===== src/rtl/rv_ctrl_pkg.sv =====
// rv_ctrl_pkg: state/class enums, opcode and ALU-op constants shared by the sequencer
package rv_ctrl_pkg;
  typedef enum logic [2:0] {
    S_IDLE   = 3'd0,
    S_FETCH  = 3'd1,
    S_DECODE = 3'd2,
    S_EXEC   = 3'd3,
    S_MEM    = 3'd4,
    S_WB     = 3'd5,
    S_HALT   = 3'd6
  } state_t;
  typedef enum logic [2:0] {
    C_LW    = 3'd0,
    C_SW    = 3'd1,
    C_ITYPE = 3'd2,
    C_RTYPE = 3'd3,
    C_BR    = 3'd4
  } iclass_t;
  localparam logic [6:0] OP_LW     = 7'b0000011;
  localparam logic [6:0] OP_SW     = 7'b0100011;
  localparam logic [6:0] OP_ITYPE  = 7'b0010011;
  localparam logic [6:0] OP_RTYPE  = 7'b0110011;
  localparam logic [6:0] OP_BRANCH = 7'b1100011;
  localparam logic [3:0] ALU_ADD   = 4'h3;
  localparam logic [3:0] ALU_FUNCT = 4'h1;
  localparam logic [3:0] ALU_SUB   = 4'h2;
endpackage


===== src/rtl/mem_wait_timer.sv =====
// mem_wait_timer: counts mem_ready-low cycles (clear/waiting/ready in, expired out)
module mem_wait_timer #(
  parameter int WAIT_MAX = 15
) (
  input  logic clk,
  input  logic reset,
  input  logic clear,
  input  logic waiting,
  input  logic ready,
  output logic expired
);
  localparam int W = $clog2(WAIT_MAX + 1);
  logic [W-1:0] cnt_q, cnt_d;
  always_comb cnt_d = clear ? '0 : (waiting && !ready) ? cnt_q + W'(1) : cnt_q;
  // a handshake in the same cycle the limit is reached wins over the timeout
  assign expired = waiting && !ready && (cnt_q == W'(WAIT_MAX));
  always_ff @(posedge clk or posedge reset)
    if (reset) cnt_q <= '0;
    else cnt_q <= cnt_d;
endmodule


===== src/rtl/multicycle_sequencer.sv =====
// multicycle_sequencer: FETCH/DECODE/EXEC/MEM/WB control FSM; opcode/branch_taken/mem_ready in, datapath enables, flags, retired count out
module multicycle_sequencer
  import rv_ctrl_pkg::*;
#(
  parameter int WAIT_MAX = 15,
  parameter int CNT_W    = 32
) (
  input  logic             clk,
  input  logic             reset,
  input  logic             start,
  input  logic [6:0]       opcode,
  input  logic             branch_taken,
  input  logic             mem_ready,
  output logic             mem_req,
  output logic             mem_we,
  output logic             ir_we,
  output logic             pc_we,
  output logic             pc_src,
  output logic [3:0]       alu_op,
  output logic             alu_src,
  output logic             reg_we,
  output logic             mem_to_reg,
  output logic             busy,
  output logic             illegal,
  output logic             timeout,
  output logic [CNT_W-1:0] retired,
  output logic [2:0]       state_dbg
);
  state_t state_q, state_d;
  iclass_t cls_q, cls_d, dec_cls;
  logic illegal_q, illegal_d, timeout_q, timeout_d;
  logic [CNT_W-1:0] retired_q, retired_d;
  logic expired, dec_ok, retire, waiting, timer_clear, is_mem_op;
  state_t after_boundary;
  always_comb begin
    dec_cls = opcode == OP_LW ? C_LW : opcode == OP_SW ? C_SW : opcode == OP_ITYPE ? C_ITYPE :
              opcode == OP_RTYPE ? C_RTYPE : C_BR;
    dec_ok = opcode inside {OP_LW, OP_SW, OP_ITYPE, OP_RTYPE, OP_BRANCH};
    is_mem_op = cls_q == C_LW || cls_q == C_SW;
    retire = (state_q == S_EXEC && cls_q == C_BR) || (state_q == S_MEM && cls_q == C_SW && mem_ready) ||
             state_q == S_WB;
    after_boundary = start ? S_FETCH : S_IDLE;
    case (state_q)
      S_IDLE:   state_d = start ? S_FETCH : S_IDLE;
      S_FETCH:  state_d = mem_ready ? S_DECODE : expired ? S_HALT : S_FETCH;
      S_DECODE: state_d = dec_ok ? S_EXEC : S_HALT;
      S_EXEC:   state_d = cls_q == C_BR ? after_boundary : is_mem_op ? S_MEM : S_WB;
      S_MEM:    state_d = mem_ready ? (cls_q == C_SW ? after_boundary : S_WB) : expired ? S_HALT : S_MEM;
      S_WB:     state_d = after_boundary;
      default:  state_d = S_HALT;
    endcase
    cls_d = (state_q == S_DECODE && dec_ok) ? dec_cls : cls_q;
    illegal_d = illegal_q || (state_q == S_DECODE && !dec_ok);
    timeout_d = timeout_q || expired;
    retired_d = retired_q + CNT_W'(retire);
    waiting = state_q == S_FETCH || state_q == S_MEM;
    // SW completing in MEM goes straight back to FETCH, so clear on any state change into a waiting state
    timer_clear = (state_d == S_FETCH || state_d == S_MEM) && state_d != state_q;
  end
  mem_wait_timer #(.WAIT_MAX(WAIT_MAX)) u_timer (
    .clk     (clk),
    .reset   (reset),
    .clear   (timer_clear),
    .waiting (waiting),
    .ready   (mem_ready),
    .expired (expired)
  );
  always_ff @(posedge clk or posedge reset)
    if (reset) begin
      state_q   <= S_IDLE;
      cls_q     <= C_LW;
      illegal_q <= 1'b0;
      timeout_q <= 1'b0;
      retired_q <= '0;
    end else begin
      state_q   <= state_d;
      cls_q     <= cls_d;
      illegal_q <= illegal_d;
      timeout_q <= timeout_d;
      retired_q <= retired_d;
    end
  // enables decode from the state flops, so they all fall the instant reset asserts
  assign mem_req    = waiting;
  assign mem_we     = state_q == S_MEM && cls_q == C_SW;
  assign ir_we      = state_q == S_FETCH && mem_ready;
  assign pc_we      = retire;
  assign pc_src     = state_q == S_EXEC && cls_q == C_BR && branch_taken;
  assign alu_op     = (state_q == S_EXEC || state_q == S_MEM) ?
                      (is_mem_op ? ALU_ADD : cls_q == C_BR ? ALU_SUB : ALU_FUNCT) : 4'h0;
  assign alu_src    = (state_q == S_EXEC || state_q == S_MEM) && (is_mem_op || cls_q == C_ITYPE);
  assign reg_we     = state_q == S_WB;
  assign mem_to_reg = state_q == S_WB && cls_q == C_LW;
  assign busy       = state_q != S_IDLE && state_q != S_HALT;
  assign illegal    = illegal_q;
  assign timeout    = timeout_q;
  assign retired    = retired_q;
  assign state_dbg  = state_q;
endmodule

===== config.mk =====
export PLATFORM = sky130hd
export DESIGN_NAME = multicycle_sequencer
export DESIGN_NICKNAME = d
export VERILOG_FILES = /design/src/rtl/rv_ctrl_pkg.sv /design/src/rtl/mem_wait_timer.sv /design/src/rtl/multicycle_sequencer.sv
export SDC_FILE = /design/constraint.sdc
export NUM_CORES = 1
export LEC_CHECK = 0
export ABC_AREA = 1
export BUFFER_PORTS_ARGS = -buffer_cell sky130_fd_sc_hd__buf_2
export CELL_PAD_IN_SITES_DETAIL_PLACEMENT = 0
export CELL_PAD_IN_SITES_GLOBAL_PLACEMENT = 1
export CORE_MARGIN = 2
export CORE_UTILIZATION = 44
export CTS_BUF_LIST = sky130_fd_sc_hd__clkbuf_4 sky130_fd_sc_hd__clkbuf_8
export CTS_CLUSTER_SIZE = 30
export DETAILED_ROUTE_END_ITERATION = 8
export PLACE_DENSITY_LB_ADDON = 0.1
export SLEW_MARGIN = 20
export SYNTH_ARGS = -nofsm -noshare
export SYNTH_HDL_FRONTEND = slang
export SYNTH_SLANG_ARGS = --single-unit

===== constraint.sdc =====
create_clock -name clk -period 5.8 [get_ports clk]
set_clock_uncertainty 0.2 [all_clocks]
set_input_delay 1.16 -clock clk [delete_from_list [all_inputs] [get_ports clk]]
set_output_delay 1.16 -clock clk [all_outputs]
set_load 0.05 [all_outputs]

==> results of run 1 <==
==> sequential cells by signal, summed over array words and instances (netlist names) <==
register,cells
illegal,1
retired,32
u_timer.cnt_q,4
cls_q,3
timeout,1
state_dbg,3
==> cell type report <==
type                       instances  share of cell area
sequential                        44               0.364
multi-input combinational        206               0.417
inverter                          46              0.0571
timing repair buffer              60               0.100
tap                               72              0.0298
clock buffer                       5              0.0228
clock inverter                     3             0.00869
==> how the worst min path moves through the flow <==
stage,endpoint,slack (ns)
2_1_floorplan,cls_q[1],0.31
3_3_place_gp,illegal,0.24
3_5_place_dp,timeout,0.26
4_1_cts,timeout,0.28
5_1_grt,timeout,0.30
6_report,retired[31],0.28
==> cell usage in the layout (no fill, tap or decap), types with 2 or more instances in the layout <==
cell type	Yosys	layout
nand2_1	65	65
buf_2	1	59
dfrtp_1	44	44
inv_1	40	39
nor2_1	22	22
xor2_1	18	18
nand3_1	16	16
nand4_1	14	14
xnor2_1	13	13
nor3_1	12	12
nand2_2	7	7
inv_2	6	6
nor2_4	6	6
nand3_2	5	5
clkbuf_8	0	5
nor4_1	3	3
ha_1	3	3
nor2_2	2	2
xnor2_2	2	2
o21a_1	2	2
conb_1	1	2
inv_6	0	2
==> critical path, stage by stage, from the launching register on <==
cell and delay, ns:
dfrtp_1 0.50, nand2_1 0.08, nor2_1 0.21, inv_1 0.11
nand2_1 0.07, inv_1 0.07, a211oi_1 0.18, buf_2 0.30
==> where the power goes <==
| group | switching [mW] | leakage, nW | internal [mW] | total, mW |
|---|---|---|---|---|
| Clock | 0.120 | 0.0491 | 0.0887 | 0.209 |
| Combinational | 0.401 | 1.02 | 0.126 | 0.527 |
| Sequential | 0.0564 | 0.575 | 0.349 | 0.405 |
==> per-layer routing <==
metal	GRT usage	part of all wire
met1	0.282	0.52
met5	0	0
met2	0.273	0.42
met3	0.0438	0.050
met4	0.0559	0.012
==> through the flow <==
step                      instances  hold slack, ns
after floorplan                 299           0.309
after global placement          428           0.243
after detailed placement        428           0.258
after CTS                       436           0.282
after global routing            436           0.297
final                           436           0.276
==> cell families (layout without fill, tap and decap cells) <==
group / after synthesis / in the layout / synth area share
flip-flops: 44 / 44 / 0.431
AO/OA/AOI/OAI: 9 / 9 / 0.0240
AND/OR/NAND/NOR: 159 / 159 / 0.334
other: 1 / 2 / 0.00147
buffers and inverters: 49 / 114 / 0.0755
XOR/XNOR: 33 / 33 / 0.119
adder cells (fa/ha/maj): 3 / 3 / 0.0147
==> impl_metrics.py, run 1 <==
metrics = {
    "logic_synthesis": {
        "synth.area.top_cells": "dfrtp_1 43%, nand2_1 9.6%, xor2_1 6.2%",
        "syn_area_sq_mm": 0.00255,
        "ys.flop_type": "dfrtp_1",
        "synth_cells": 298,
        "synth_area_leader_cell": "dfrtp_1",
        "ys_warn_count": 0,
        "synth_top_cell_area_share": 0.431,
        "synth_edf_count": 0,
        "synth_cell_types": 35,
        "ys_ff_latch": 44,
        "synth_async_sr_flop_share": 1.00,
        "yosysMostFrequentCell": "nand2_1",
        "syn_avg_cell_area_sq_um": 8.57,
        "seq_area_frac_synth": 0.431,
        "synth.top_cells.by_count": "65 x nand2_1, 44 x dfrtp_1, 40 x inv_1",
    },
    "cts": {
        "clockBufferDepth": 2,
        "clkSlewWorstSetupHoldPaths_ns": 0.10,
        "cts_buffers": 5,
        "hold_buffers": 0,
        "clk_latency_ns": 0.31,
        "ctsResizeCount": 0,
        "cts_max_level": 2,
        "cts.sinks": 44,
        "root_buffer": "clkbuf_8",
        "post_cts_buffers": 0,
        "cts_tree": "done",
    },
    "floorplan": {
        "pin_count": 62,
        "core_region_area_sq_mm": 0.00554,
        "start_util": 0.461,
        "die_w_um": 80.2,
        "dieHeight_um": 80.2,
        "num_rows": 27,
        "die_area_sq_mm": 0.00643,
    },
    "layout": {
        "n_antenna_cell": 0,
        "nFillCells": 553,
        "fin_nets": 378,
        "final_util": 0.546,
        "drive_above_1_share": 0.280,
        "final_area_sq_mm": 0.00302,
        "syn2layout_area_growth_pct": 18.5,
        "multiInputGateArea_sq_mm": 0.00126,
        "seq_area_sq_mm": 0.00110,
    },
    "detailed_routing": {
        "first_pass_iters": 4,
        "vias": 2079,
        "viasPerCell": 4.77,
        "finalWirelength_um": 5690,
        "wl_per_cell_um": 13.0,
        "final_antenna_net_count": 0,
        "drc": 0,
        "drt-initial-drc-count": 72,
    },
    "sta": {
        "min_period_over_period": 0.551,
        "fmax_mhz": 313,
        "rsz0062_at_grt": "false",
        "finalHoldViolCount": 0,
        "setup_tns_ns": 0,
        "setup_viol": 0,
        "period_needed_ns": 3.19,
        "finalMaxSlewViolations": 0,
        "fin_ws_ns": 2.61,
        "timing.slew.headroom": 0.627,
        "tightest_slew_ns": 0.559,
    },
    "setup_path": {
        "reg2regPathDepth": 12,
        "setup.worst_path.end_class": "output pin",
        "start_kind": "register",
        "cp-endpoint": "alu_src",
        "worstPathArrival_ns": 1.83,
        "cp_max_fo": 7,
        "r2r_setup_slack_ns": 2.94,
        "startpoint": "state_dbg[0]",
        "worstPathRequired_ns": 4.44,
        "r2r-end": "retired[30]",
        "criticalPathCategory": "register to output pin",
        "r2r_start": "state_dbg[0]",
    },
    "placement": {
        "dp_slack_ns": 2.58,
        "portBuffers": 59,
        "hpwl_um": 4490,
        "place_area_sq_mm": 0.00293,
        "routabilityCongestion": 0.789,
    },
    "global_routing": {
        "antenna_found_initial": 0,
        "grt_max_degree": 45,
        "grt_pass1_wl_um": 9340,
        "overflow": 0,
        "grt_pass1_vias": 1927,
        "track_usage": 0.189,
    },
    "pwr": {
        "power_mw": 1.14,
        "ir_drop_uv": 274,
        "leakage_nw": 1.64,
        "p_per_area_mw_per_mm2": 377,
    },
    "hold_path": {
        "hp-start": "retired[31]",
        "hold_path_class": "register to register",
        "hold_depth": 1,
    },
    "flow_run": {
        "maxCapViolations": 0,
    },
    "outcome": {
        "status": "finished, final reports clean",
    },
}
No activity file was read; power rests on OpenSTA's default activity.
==> run 2, diff against run 1 <==
--- a/config.mk
+++ b/config.mk
@@ -10,7 +10,7 @@
 export CELL_PAD_IN_SITES_DETAIL_PLACEMENT = 0
 export CELL_PAD_IN_SITES_GLOBAL_PLACEMENT = 1
 export CORE_MARGIN = 2
-export CORE_UTILIZATION = 44
+export CORE_UTILIZATION = 37
 export CTS_BUF_LIST = sky130_fd_sc_hd__clkbuf_4 sky130_fd_sc_hd__clkbuf_8
 export CTS_CLUSTER_SIZE = 30
 export DETAILED_ROUTE_END_ITERATION = 8
==> constraint.sdc (replaced) <==
create_clock -name clk -period 2.9 [get_ports clk]
set_clock_uncertainty 0.2 [all_clocks]
set_input_delay 0.58 -clock clk [delete_from_list [all_inputs] [get_ports clk]]
set_output_delay 0.58 -clock clk [all_outputs]
set_load 0.05 [all_outputs]
==> run 2 against run 1 <==
  * Non-clock buffer count increased by 2
  * Cell area increased by 3.8%
  * Largest cell class unchanged
  * Register-to-register slack got worse by 2.6 ns
==> impl_metrics.py, run 2 (same netlist as run 1, synthesis figures left out) <==
metrics = {
    "detailed_routing": {
        "drt-initial-drc-count": 108,
        "top_layer_used": "met4",
        "wl_met1_um": 3340,
        "wl_met2_um": 2600,
        "finalWirelength_um": 6260,
        "drc": 0,
        "vias": 2137,
        "wl_per_cell_um": 14.0,
        "first_pass_iters": 4,
        "final_antenna_net_count": 0,
        "dr_wl_met3_um": 272,
        "viasPerCell": 4.79,
    },
    "layout": {
        "layout_commonest_cell": "nand2_1",
        "n_antenna_cell": 0,
        "final_cell_mix": "64 x nand2_1, 59 x buf_2, 41 x dfrtp_1",
        "finalNonFillerCells": 446,
        "final_area_sq_mm": 0.00314,
        "fin_nets": 380,
        "largest_reg_flops": 32,
        "final_util": 0.467,
        "drive_above_1_share": 0.320,
        "syn2layout_area_growth_pct": 22.9,
    },
    "setup_path": {
        "r2r_setup_slack_ns": 0.31,
        "critical_path.slowest_cell": "dfrtp_1",
        "start_kind": "register",
        "r2r-end": "retired[16]",
        "worstPathArrival_ns": 2.62,
        "worstPathRequired_ns": 2.93,
        "setup.worst_path.end_class": "register",
        "cp_max_fo": 5,
        "reg2regPathDepth": 13,
        "r2r_start": "cls_q[0]",
        "path_cells": "nor2_1 > nand2_1 > inv_1 > nand2_1 > nand3_4 > ha_4 > ha_2 > inv_1 > nor2_4 > nand4_4 > or2_4 > nor2_2 > xor2_1",
        "criticalPathCategory": "register to register",
        "critPathMaxStageDelay_ns": 0.44,
    },
    "cts": {
        "root_buffer": "clkbuf_8",
        "clkSlewWorstSetupHoldPaths_ns": 0.09,
        "clk_latency_ns": 0.30,
        "clockBufferDepth": 2,
        "cts_buffers": 5,
        "cts.sinks": 44,
        "cts_max_level": 2,
        "cts_tree": "done",
    },
    "global_routing": {
        "overflow": 0,
        "grt_pass1_vias": 2094,
        "track_usage": 0.176,
        "antenna_found_initial": 0,
        "grt_pass1_wl_um": 10500,
        "grt_max_degree": 24,
    },
    "flow_run": {
        "maxCapViolations": 0,
    },
    "hold_path": {
        "hold_path_class": "input pin to async pin",
    },
    "sta": {
        "finalMaxSlewViolations": 0,
        "setup_viol": 0,
        "tightest_slew_ns": 0.838,
        "rsz0062_at_grt": "false",
        "min_period_over_period": 0.892,
        "hold_slack_ns": 0.129,
        "setup_tns_ns": 0,
        "finalHoldViolCount": 0,
        "timing.slew.headroom": 0.438,
        "fmax_mhz": 387,
        "period_needed_ns": 2.59,
        "fin_ws_ns": 0.313,
    },
    "floorplan": {
        "die_area_sq_mm": 0.00758,
        "num_rows": 30,
        "start_util": 0.380,
        "core_region_area_sq_mm": 0.00672,
        "dieHeight_um": 87.1,
        "die_w_um": 87.1,
        "pin_count": 62,
    },
    "pwr": {
        "p_sw_mw": 1.18,
        "swShare": 0.490,
        "combPwrFrac": 0.459,
        "internal_power_mw": 1.23,
        "pwr-share-seq": 0.340,
        "ir_drop_uv": 234,
        "p_per_area_mw_per_mm2": 769,
        "power_mw": 2.41,
        "clkPwrFrac": 0.201,
        "leakage_nw": 1.66,
    },
    "placement": {
        "portBuffers": 59,
        "dp.cells": 438,
        "dp_slack_ns": 0.216,
        "place_area_sq_mm": 0.00302,
        "routabilityCongestion": 0.787,
        "hpwl_um": 4950,
    },
    "outcome": {
        "status": "finished, final reports clean",
    },
}
## run 2: per-layer routing
metal  global-route usage  vias to the layer above
met5                    0                        -
met4               0.0384                        0
met3               0.0341                        7
met2                0.257                       56
met1                0.269                      989
li1                     -                     1085
## run 2: layout make-up
class | instances | area [sq um]
clock inverter | 3 | 42.5
sequential | 44 | 1100
timing repair buffer | 62 | 318
clock buffer | 5 | 68.8
inverter | 46 | 173
tap | 80 | 100
multi-input combinational | 206 | 1330
fill | 707 | 3580
## run 2: repair_timing
action,in CTS,in global routing
hold buffers,0,0
endpoints found under the setup margin,0,1
gates resized for setup,0,1
buffers inserted,0,0
hold endpoints to repair,0,0
## run 2: critical path, delay by kind of cell, from the launching register on
kind,cells,cell delay [ns]
buffers and inverters,2,0.16
adders and majority gates,2,0.33
and+or+nand+nor,8,1.20
xor gates and xnor gates,1,0.16
DFF,1,0.44
## run 2: how the worst max path moves through the flow
stage | start | endpoint | depth (start not counted)
after CTS | cls_q[0] | retired[30] | 13
final | cls_q[0] | retired[16] | 13
after global placement | cls_q[0] | retired[30] | 13
after detailed placement | cls_q[0] | retired[30] | 13
after global routing | cls_q[0] | retired[30] | 13
after floorplan | state_dbg[0] | retired[24] | 13
## run 2: power by group through the flow
stage               clock [mW]  sequential [mW]  combinational [mW]
floorplan                    0             1.02               0.682
global placement             0            0.831                1.11
detailed placement           0            0.835                1.12
CTS                      0.498            0.823                1.12
global route             0.528            0.838                1.20
finish                   0.485            0.821                1.11
==> run 3, diff against run 2 <==
--- a/config.mk
+++ b/config.mk
@@ -9,6 +9,7 @@
 export BUFFER_PORTS_ARGS = -buffer_cell sky130_fd_sc_hd__buf_2
 export CELL_PAD_IN_SITES_DETAIL_PLACEMENT = 0
 export CELL_PAD_IN_SITES_GLOBAL_PLACEMENT = 1
+export CORE_ASPECT_RATIO = 1.1
 export CORE_MARGIN = 2
 export CORE_UTILIZATION = 37
 export CTS_BUF_LIST = sky130_fd_sc_hd__clkbuf_4 sky130_fd_sc_hd__clkbuf_8
==> run 3 against run 2 <==
  * Register-to-register slack about the same
  * Sequential share of layout area increased by 0.18 points
  * First-iteration DRC count down 20%
  * Critical path depth stayed put
  * Hold slack better by 0.13 ns
  * Die area hardly changed
  * Core utilization up 0.36 points
  * Worst setup slack better by 0.0091 ns
  * Power decreased by 2.9%
  * Non-clock buffer count decreased by 1
  * Largest cell class unchanged
  * Largest power group unchanged
  * Highest routed layer unchanged
==> impl_metrics.py, run 3 (same netlist as run 1, synthesis figures left out) <==
metrics = {
    "setup_path": {
        "r2r-end": "retired[22]",
        "cp_max_fo": 5,
        "setup.worst_path.end_class": "register",
        "criticalPathCategory": "register to register",
        "path_cells": "nor2_1 > nand2_1 > inv_1 > nand2_1 > nand3_4 > ha_4 > ha_2 > inv_1 > nor2_4 > nand4_4 > nor4_4 > nand2_1 > xor2_1",
        "critPathMaxStageDelay_ns": 0.42,
        "reg2regPathDepth": 13,
        "start_kind": "register",
        "critPathTopFamily": "simple AND/OR/NAND/NOR gates",
        "startpoint": "cls_q[1]",
        "crit_buf_inv": 2,
        "r2r_start": "cls_q[1]",
        "critical_path.slowest_cell": "dfrtp_1",
        "r2r_setup_slack_ns": 0.32,
        "worstPathRequired_ns": 2.89,
        "cp-endpoint": "retired[22]",
        "worst-path-stages": 13,
        "worstPathArrival_ns": 2.57,
        "cp_common_cell": "nand2_1",
    },
    "layout": {
        "layout_commonest_cell": "nand2_1",
        "syn2layout_area_growth_pct": 22.3,
        "drive_above_1_share": 0.318,
        "largest_reg_flops": 32,
        "fin_nets": 379,
        "final_area_sq_mm": 0.00312,
        "final_cell_mix": "64 x nand2_1, 59 x buf_2, 41 x dfrtp_1",
        "n_antenna_cell": 0,
        "final_util": 0.471,
    },
    "global_routing": {
        "grtUsageMet2": 0.304,
        "grt_max_degree": 37,
        "grt_pass1_vias": 2248,
        "antenna_found_initial": 0,
        "use_met3": 0.0273,
        "track_usage": 0.167,
        "grt_pass1_wl_um": 10300,
        "grt_busiest_layer": "met2",
        "overflow": 0,
        "grtUsageMet1": 0.196,
    },
    "outcome": {
        "status": "finished, final reports clean",
    },
    "sta": {
        "fmax_mhz": 388,
        "rsz0062_at_grt": "false",
        "finalMaxSlewViolations": 0,
        "period_needed_ns": 2.58,
        "min_period_over_period": 0.889,
        "finalHoldViolCount": 0,
        "setup_tns_ns": 0,
        "setup_viol": 0,
    },
    "floorplan": {
        "die_area_sq_mm": 0.00758,
        "pin_count": 62,
        "die_w_um": 83.2,
        "core_region_area_sq_mm": 0.00663,
        "num_rows": 31,
        "dieHeight_um": 91.1,
        "start_util": 0.385,
    },
    "pwr": {
        "ir_drop_uv": 583,
        "power_mw": 2.34,
        "leakage_nw": 1.66,
        "p_per_area_mw_per_mm2": 750,
    },
    "hold_path": {
        "hold_path_class": "register to register",
    },
    "detailed_routing": {
        "viasPerCell": 4.78,
        "finalWirelength_um": 5910,
        "wl_per_cell_um": 13.2,
        "first_pass_iters": 4,
        "vias": 2135,
        "drc": 0,
        "final_antenna_net_count": 0,
        "drt-initial-drc-count": 86,
    },
    "cts": {
        "cts_tree": "done",
        "clkSlewWorstSetupHoldPaths_ns": 0.09,
        "cts_buffers": 5,
        "clockBufferDepth": 2,
        "post_cts_buffers": 0,
        "cts_max_level": 2,
        "clk_latency_ns": 0.29,
        "cts.sinks": 44,
        "root_buffer": "clkbuf_8",
    },
    "flow_run": {
        "maxCapViolations": 0,
    },
    "placement": {
        "hpwl_um": 4770,
        "routabilityCongestion": 0.825,
        "portBuffers": 59,
        "place_area_sq_mm": 0.00301,
    },
}
run 3: final cells by class:
class / instances / area (sq um)
Sequential cell: 44 / 1100
Timing Repair Buffer: 61 / 313
Fill cell: 680 / 3510
Inverter: 46 / 173
Clock buffer: 8 / 97.6
Multi-Input combinational cell: 206 / 1330
Tap cell: 82 / 103
run 3: timing repair:
action                                  4_1_cts  5_1_grt
endpoints found under the setup margin        0        1
endpoints found under the hold margin         8        0
gates resized for setup                       0        1
hold buffers                                  1        0
run 3: worst min path at each step:
stage	startpoint	end	slack, ns	cells past startpoint
6_report	timeout	timeout	0.26	2
5_1_grt	retired[31]	retired[31]	0.30	1
4_1_cts	timeout	timeout	0.27	2
3_5_place_dp	timeout	timeout	0.25	2
3_3_place_gp	timeout	timeout	0.24	2
2_1_floorplan	u_timer.cnt_q[3]	u_timer.cnt_q[3]	0.32	3
run 3: power breakdown:
| part | switching [mW] | internal (mW) | leakage [nW] | total, mW |
|---|---|---|---|---|
| Combinational | 0.827 | 0.274 | 1.04 | 1.10 |
| Sequential | 0.121 | 0.702 | 0.571 | 0.823 |
| Clock | 0.205 | 0.213 | 0.0523 | 0.418 |
| Total | 1.15 | 1.19 | 1.66 | 2.34 |
run 3: through the flow:
stage               instances  hold slack, ns  worst slack, ns
floorplan                 299           0.324         -0.00382
global placement          438           0.242            0.221
detailed placement        438           0.246            0.222
CTS                       447           0.267            0.209
global route              447           0.297           0.0284
finish                    447           0.262            0.322
run 3: worst register-to-register path, stage by stage, from the launching register on:
cell	delay, ns
dfrtp_1	0.42
nor2_1	0.18
nand2_1	0.13
inv_1	0.10
nand2_1	0.11
nand3_4	0.12
ha_4	0.13
ha_2	0.20
inv_1	0.07
nor2_4	0.16
nand4_4	0.15
nor4_4	0.25
nand2_1	0.11
xor2_1	0.15
run 3: routing by layer:
layer  share of wire  wire length [um]  vias to the layer above
li1                -                 -                     1078
met4           0.013                74                        0
met1            0.43              2540                     1006
met5               0                 0                        -
met3           0.033               197                        7
met2            0.52              3100                       44
